===== config.mk =====
export PLATFORM = sky130hd
export DESIGN_NAME = spi_master_io
export DESIGN_NICKNAME = d
export VERILOG_FILES = /design/src/rtl/spi_master_io.sv
export SDC_FILE = /design/constraint.sdc
export NUM_CORES = 1
export LEC_CHECK = 0
export CAP_MARGIN = 20
export CORE_UTILIZATION = 41
export CTS_CLUSTER_SIZE = 8
export DETAILED_ROUTE_END_ITERATION = 8
export SYNTH_ARGS = -nofsm -noshare
export SYNTH_HDL_FRONTEND = slang
export SYNTH_SLANG_ARGS = --single-unit

===== constraint.sdc =====
create_clock -name sclk -period 5.3 [get_ports sclk]
set_clock_uncertainty 0.05 [all_clocks]
set_input_delay 1.06 -clock sclk [delete_from_list [all_inputs] [get_ports sclk]]
set_output_delay 1.06 -clock sclk [all_outputs]
set_load 0.1 [all_outputs]

===== src/rtl/spi_master_io.sv =====
// spi_master_io: byte-oriented SPI master, mode 0 (cpol=0, cpha=0), with a
// one-entry transmit holding buffer and selectable bit order.
module spi_master_io (
    input  logic       sclk,
    input  logic       nreset,
    input  logic       spi_en,
    input  logic [7:0] clkdiv,
    input  logic       lsbfirst,
    input  logic       tx_access,
    input  logic [7:0] tx_data,
    input  logic       tx_last,
    output logic       tx_wait,
    output logic       rx_access,
    output logic [7:0] rx_data,
    output logic       busy,
    output logic       sck,
    output logic       mosi,
    output logic       ss,
    input  logic       miso
);

    localparam int unsigned BYTE_W = 8;
    localparam int unsigned CNT_W  = 8;
    localparam int unsigned BIT_W  = 3;

    localparam logic [2:0] ST_IDLE  = 3'd0;
    localparam logic [2:0] ST_SETUP = 3'd1;
    localparam logic [2:0] ST_SHIFT = 3'd2;
    localparam logic [2:0] ST_STALL = 3'd3;
    localparam logic [2:0] ST_HOLD  = 3'd4;
    localparam logic [2:0] ST_GAP   = 3'd5;

    logic [2:0]        state_q, state_d;
    logic [CNT_W-1:0]  cnt_q, cnt_d;
    logic [CNT_W-1:0]  div_q, div_d;
    logic              sck_q, sck_d;
    logic              ss_q, ss_d;
    logic              mosi_q, mosi_d;
    logic [BYTE_W-1:0] sh_q, sh_d;
    logic [BYTE_W-1:0] rx_sh_q, rx_sh_d;
    logic [BYTE_W-1:0] rx_data_q, rx_data_d;
    logic [BYTE_W-1:0] buf_data_q, buf_data_d;
    logic [BIT_W-1:0]  bit_q, bit_d;
    logic              cur_last_q, cur_last_d;
    logic              buf_full_q, buf_full_d;
    logic              buf_last_q, buf_last_d;
    logic              rx_access_q, rx_access_d;
    logic              tx_wait_q, tx_wait_d;
    logic              busy_q, busy_d;

    logic              expire_c;
    logic              accept_c;
    logic              load_c;

    // Half-period expiry and upstream handshake.
    assign expire_c = (cnt_q == div_q);
    assign accept_c = tx_access & ~tx_wait_q & spi_en;

    // Next-state logic: sequencing, shifting, buffer management and abort.
    always_comb begin
        state_d     = state_q;
        cnt_d       = expire_c ? '0 : cnt_q + CNT_W'(1);
        div_d       = div_q;
        sck_d       = sck_q;
        ss_d        = ss_q;
        mosi_d      = mosi_q;
        sh_d        = sh_q;
        rx_sh_d     = rx_sh_q;
        rx_data_d   = rx_data_q;
        buf_data_d  = buf_data_q;
        bit_d       = bit_q;
        cur_last_d  = cur_last_q;
        buf_full_d  = buf_full_q;
        buf_last_d  = buf_last_q;
        rx_access_d = 1'b0;
        tx_wait_d   = tx_wait_q;
        busy_d      = busy_q;
        load_c      = 1'b0;

        if (accept_c) begin
            buf_full_d = 1'b1;
            buf_data_d = tx_data;
            buf_last_d = tx_last;
        end

        case (state_q)
            ST_IDLE: begin
                cnt_d = '0;
                if (buf_full_q) begin
                    state_d = ST_SETUP;
                    ss_d    = 1'b0;
                    load_c  = 1'b1;
                end
            end
            ST_SETUP: begin
                if (expire_c) state_d = ST_SHIFT;
            end
            ST_SHIFT: begin
                if (expire_c) begin
                    sck_d = ~sck_q;
                    if (!sck_q) begin
                        rx_sh_d = lsbfirst ? {miso, rx_sh_q[BYTE_W-1:1]}
                                           : {rx_sh_q[BYTE_W-2:0], miso};
                    end else if (bit_q == BIT_W'(BYTE_W - 1)) begin
                        rx_access_d = 1'b1;
                        rx_data_d   = rx_sh_q;
                        if (cur_last_q)      state_d = ST_HOLD;
                        else if (buf_full_q) load_c  = 1'b1;
                        else                 state_d = ST_STALL;
                    end else begin
                        bit_d  = bit_q + BIT_W'(1);
                        sh_d   = lsbfirst ? (sh_q >> 1) : (sh_q << 1);
                        mosi_d = lsbfirst ? sh_q[1] : sh_q[BYTE_W-2];
                    end
                end
            end
            ST_STALL: begin
                // Half-period timer only runs once a byte is waiting.
                if (!buf_full_q) begin
                    cnt_d = '0;
                end else if (expire_c) begin
                    state_d = ST_SHIFT;
                    load_c  = 1'b1;
                end
            end
            ST_HOLD: begin
                if (expire_c) begin
                    ss_d    = 1'b1;
                    state_d = ST_GAP;
                end
            end
            ST_GAP: begin
                if (expire_c) state_d = ST_IDLE;
            end
            default: state_d = ST_IDLE;
        endcase

        if (load_c) begin
            sh_d       = buf_data_q;
            cur_last_d = buf_last_q;
            mosi_d     = lsbfirst ? buf_data_q[0] : buf_data_q[BYTE_W-1];
            bit_d      = '0;
            buf_full_d = 1'b0;
        end

        if (state_d != state_q) cnt_d = '0;

        if (!spi_en) begin
            state_d     = ST_IDLE;
            cnt_d       = '0;
            sck_d       = 1'b0;
            ss_d        = 1'b1;
            mosi_d      = 1'b0;
            bit_d       = '0;
            buf_full_d  = 1'b0;
            rx_access_d = 1'b0;
        end

        // Divider is sampled only when the half-period counter restarts.
        div_d     = (cnt_d == '0) ? clkdiv : div_q;
        tx_wait_d = spi_en ? buf_full_d : 1'b1;
        busy_d    = (state_d != ST_IDLE);
    end

    // State and output registers.
    always_ff @(posedge sclk or negedge nreset) begin
        if (!nreset) begin
            state_q     <= ST_IDLE;
            cnt_q       <= '0;
            div_q       <= '0;
            sck_q       <= 1'b0;
            ss_q        <= 1'b1;
            mosi_q      <= 1'b0;
            sh_q        <= '0;
            rx_sh_q     <= '0;
            rx_data_q   <= '0;
            buf_data_q  <= '0;
            bit_q       <= '0;
            cur_last_q  <= 1'b0;
            buf_full_q  <= 1'b0;
            buf_last_q  <= 1'b0;
            rx_access_q <= 1'b0;
            tx_wait_q   <= 1'b0;
            busy_q      <= 1'b0;
        end else begin
            state_q     <= state_d;
            cnt_q       <= cnt_d;
            div_q       <= div_d;
            sck_q       <= sck_d;
            ss_q        <= ss_d;
            mosi_q      <= mosi_d;
            sh_q        <= sh_d;
            rx_sh_q     <= rx_sh_d;
            rx_data_q   <= rx_data_d;
            buf_data_q  <= buf_data_d;
            bit_q       <= bit_d;
            cur_last_q  <= cur_last_d;
            buf_full_q  <= buf_full_d;
            buf_last_q  <= buf_last_d;
            rx_access_q <= rx_access_d;
            tx_wait_q   <= tx_wait_d;
            busy_q      <= busy_d;
        end
    end

    assign tx_wait   = tx_wait_q;
    assign rx_access = rx_access_q;
    assign rx_data   = rx_data_q;
    assign busy      = busy_q;
    assign sck       = sck_q;
    assign mosi      = mosi_q;
    assign ss        = ss_q;

endmodule

==> key figures <==
Status
  – Status: completed

Die
  – Starting Density: 0.427
  – Io pins: 37
  – Die area: 0.00799 mm^2
  – Core Box Area: around 0.0073 mm^2
  – Row cnt: 31
  – DIE WIDTH: 89.4 um
  – Die Ht: 89.4 um

Layout
  – Final Util: 0.512
  – Area growth syn-to-layout: 20.0%
  – Antenna cell count: 0
  – Layout cells sized above 1: 0.177
  – # nets final: 327

Synth
  – Xor and xnor area share after synthesis: 0.0392
  – Cell count after synthesis: 268
  – Cell variety after synth: 49
  – Number of synthesized register bits: between 60 and 70
  – Most frequent cell after synthesis: dfrtp_1
  – Mux cell area share after synthesis: 0.148
  – Yosys top cell by area: dfrtp_1
  – Share of the synthesized area in the top cell type: 0.496
  – Synth top cells by count: dfrtp_1 (62), mux2_2 (26), nor2_1 (26)
  – Syn nets: 294
  – Dominant cells by area after synthesis: dfrtp_1 (50%), mux2_2 (9.4%), mux2i_1 (5.4%)
  – Simple-gate share of the synthesized area: 0.126
  – Synth Cell Area: 0.00313 mm^2
  – Compound-Gate Fraction of Synth Area: 0.133
  – Syn Area/Cell: approximately 12 um^2
  – Largest family of logic cells by synthesized area: multiplexers
  – Synth warn: 0
  – Asr flop ratio synth: 1.00
  – Synth Flop Type: dfrtp_1
  – EDFF count, synth: 0
  – Seq/Total Area, Yosys: 0.504
  – Post-synthesis adder-cell area fraction: 0.0120

STA
  – Minimum clock period: 3.12 ns
  – Setup violators final: 0
  – FMAX: roughly 0.32 GHz
  – Relative slew margins: 0.354
  – RSZ-0062 raised after global routing: false
  – Final worst slack: 2.18 ns
  – Tcrit/Tclk final: 0.589
  – Final Hold Vio Count: 0
  – Least-Margin Pin Slew: ~0.97 ns
  – Min Hold Slack: approximately 0.46 ns
  – Fin. max-slew vios: 0
  – Setup tns final: 0 ns

Critical path
  – R2r setup slk: 2.78 ns
  – Crit path max fanout: 7
  – CP top delay family: buffers and inverters
  – CP cell instances: clkdlybuf4s50_1
  – Reg2Reg Capture Point: cur_last_q
  – WS Path Type: reg -> out
  – Worst EP required: 4.19 ns
  – Worst-case reg-to-reg path depth: 5
  – Slowest CP cell: clkdlybuf4s50_1
  – CP endpoint: sck
  – Crit path capture type: output port
  – Critical path origin: sck
  – Slowest stage delay, CP: 1.19 ns
  – CP Data Arrival Time: 2.01 ns
  – CP Buf/Inv Count: 1
  – RR Startpoint: cnt_q[0]
  – Cell count along the critical path: 1
  – Startpoint Class: flip-flop

Clock network
  – Worst skew pair latency: approximately 0.33 ns
  – Reg clk slew, reported paths: 0.06 ns
  – Clock Sinks: 63
  – Root Driver: clkbuf_8
  – Htree depth: 3
  – Longest Clk Path Bufs: 2
  – Post-CTS resize count: 0
  – TritonCTS Buffers: 9
  – Post-CTS Setup Repair Bufs: 0
  – CTS Hold Buffers Added: 0
  – CTS tree: built

Power
  – Clock power frac: 0.384
  – Switching Power: ~310 uW
  – Pwr dens: 330 mW/mm^2
  – Worst VDD drop: between 0.15 and 0.2 mV
  – Logic pwr share: 0.144
  – Leakage Power: 0.00155 uW
  – Reg power frac: 0.472
  – Total power of the final layout: ~1200 uW
  – Int Pwr: 930 uW
  – Switching share of power: 0.251

GRT
  – First-pass GRT wire length: 9.75 mm
  – Global routing usage on met1: 0.246
  – Met2 global-route usage: 0.225
  – Largest net degree at the start of global routing: 64
  – GRT busiest layer: met1
  – Vias in the first global route: 1910
  – Initial antenna violation count: 0
  – GRT Total Usage: 0.165
  – Met3 usage: 0.0388
  – Total congestion overflow: 0

Placement
  – DPL Wire Length: 4.01 mm
  – Gp weighted congestion: 0.764
  – Pre-CTS setup slack: ~2.2 ns
  – Buffers added on ports: 36

Drt
  – Antenna-violating nets left: 0
  – DRT iter0 DRCs: 136
  – Drt total wl: 5.80 mm
  – Vias: 2078
  – Drt pass-1 iters: 4
  – Wire per inst: about 14 um
  – Via density: 5.14
  – Post-route DRC: 0

Hold path
  – Hold WC Path Type: reg -> reg

Flow run
  – Max Cap Viol: 0
worst reg2reg max path: stages, from the launching register on:
cell     delay, ns
dfrtp_1       0.47
xnor2_1       0.25
nand4_2       0.28
o32ai_4       0.49
and2_1        0.48
mux2_2        0.39
flip-flops by register name (all words and copies together), names as in the netlist:
name and count:
buf_data_q 8, rx_sh_q 8, sh_q 8, buf_full_q 1, tx_wait 1, rx_access 1, busy 1, sck 1
rx_data 8, cnt_q 8, div_q 8, bit_q 3, ss 1, cur_last_q 1, buf_last_q 1, state_q 3
mosi 1
placed cells by master, fill, tap and decap left out, types with 2 or more instances in the layout:
master,n
nor2b_1,4
xnor2_1,11
o21a_1,5
clkbuf_8,12
a211oi_1,3
and2_1,2
a221o_1,6
a21o_1,2
xor2_1,3
nor2_1,26
bufinv_16,2
a211o_1,2
mux2i_1,17
clkdlybuf4s50_1,35
inv_1,7
a21oi_1,15
mux2_2,26
nor3_1,3
and4_1,2
dfrtp_1,62
o21ai_0,9
nand2_1,9
a31oi_1,2
ha_1,3
or3_1,2
o31a_1,2
nand4_2,2
nand3_1,9
power by group through the flow:
| stage | logic [uW] | clock network, uW | registers (uW) |
|---|---|---|---|
| finish | 179 | 476 | 586 |
| global route | 195 | 512 | 593 |
| CTS | 181 | 488 | 586 |
| detailed placement | 180 | 0 | 594 |
| global placement | 176 | 0 | 594 |
| floorplan | 114 | 0 | 599 |
worst min-delay path by stage:
stage / start / end / depth (start not counted)
floorplan: buf_last_q / cur_last_q / 1
global placement: buf_last_q / buf_last_q / 1
detailed placement: buf_data_q[1] / sh_q[1] / 1
CTS: buf_last_q / cur_last_q / 1
global route: buf_data_q[2] / buf_data_q[2] / 1
finish: rx_data[1] / rx_data[1] / 1
layer usage:
| metal | wire length (um) | part of all wire |
|---|---|---|
| met1 | 3100 | 0.53 |
| met2 | 2480 | 0.43 |
| met3 | 146 | 0.025 |
| met4 | 80 | 0.014 |
| met5 | 0 | 0 |
kinds of logic after synthesis:
family	Yosys count
muxes	43
buffers and inverters	22
xor gates and xnor gates	14
adders and majority gates	3
AOI/OAI and AO/OA	53
DFF	63
and+or+nand+nor	70
layout make-up:
class | count | area [um^2]
flip-flops and latches | 63 | 1580
fillers | 631 | 3570
clock buffers | 12 | 165
repair buffers | 37 | 363
inverters | 7 | 26.3
well taps | 99 | 124
clock inverters | 3 | 65.1
multi-input cells | 183 | 1440
per-stage QoR:
| step | cell area, um^2 | std cells |
|---|---|---|
| 2_1_floorplan | 3130 | 268 |
| 3_3_place_gp | 3530 | 389 |
| 3_5_place_dp | 3530 | 389 |
| 4_1_cts | 3760 | 404 |
| 5_1_grt | 3760 | 404 |
| 6_report | 3760 | 404 |
Power figures use the tool's default switching activity.
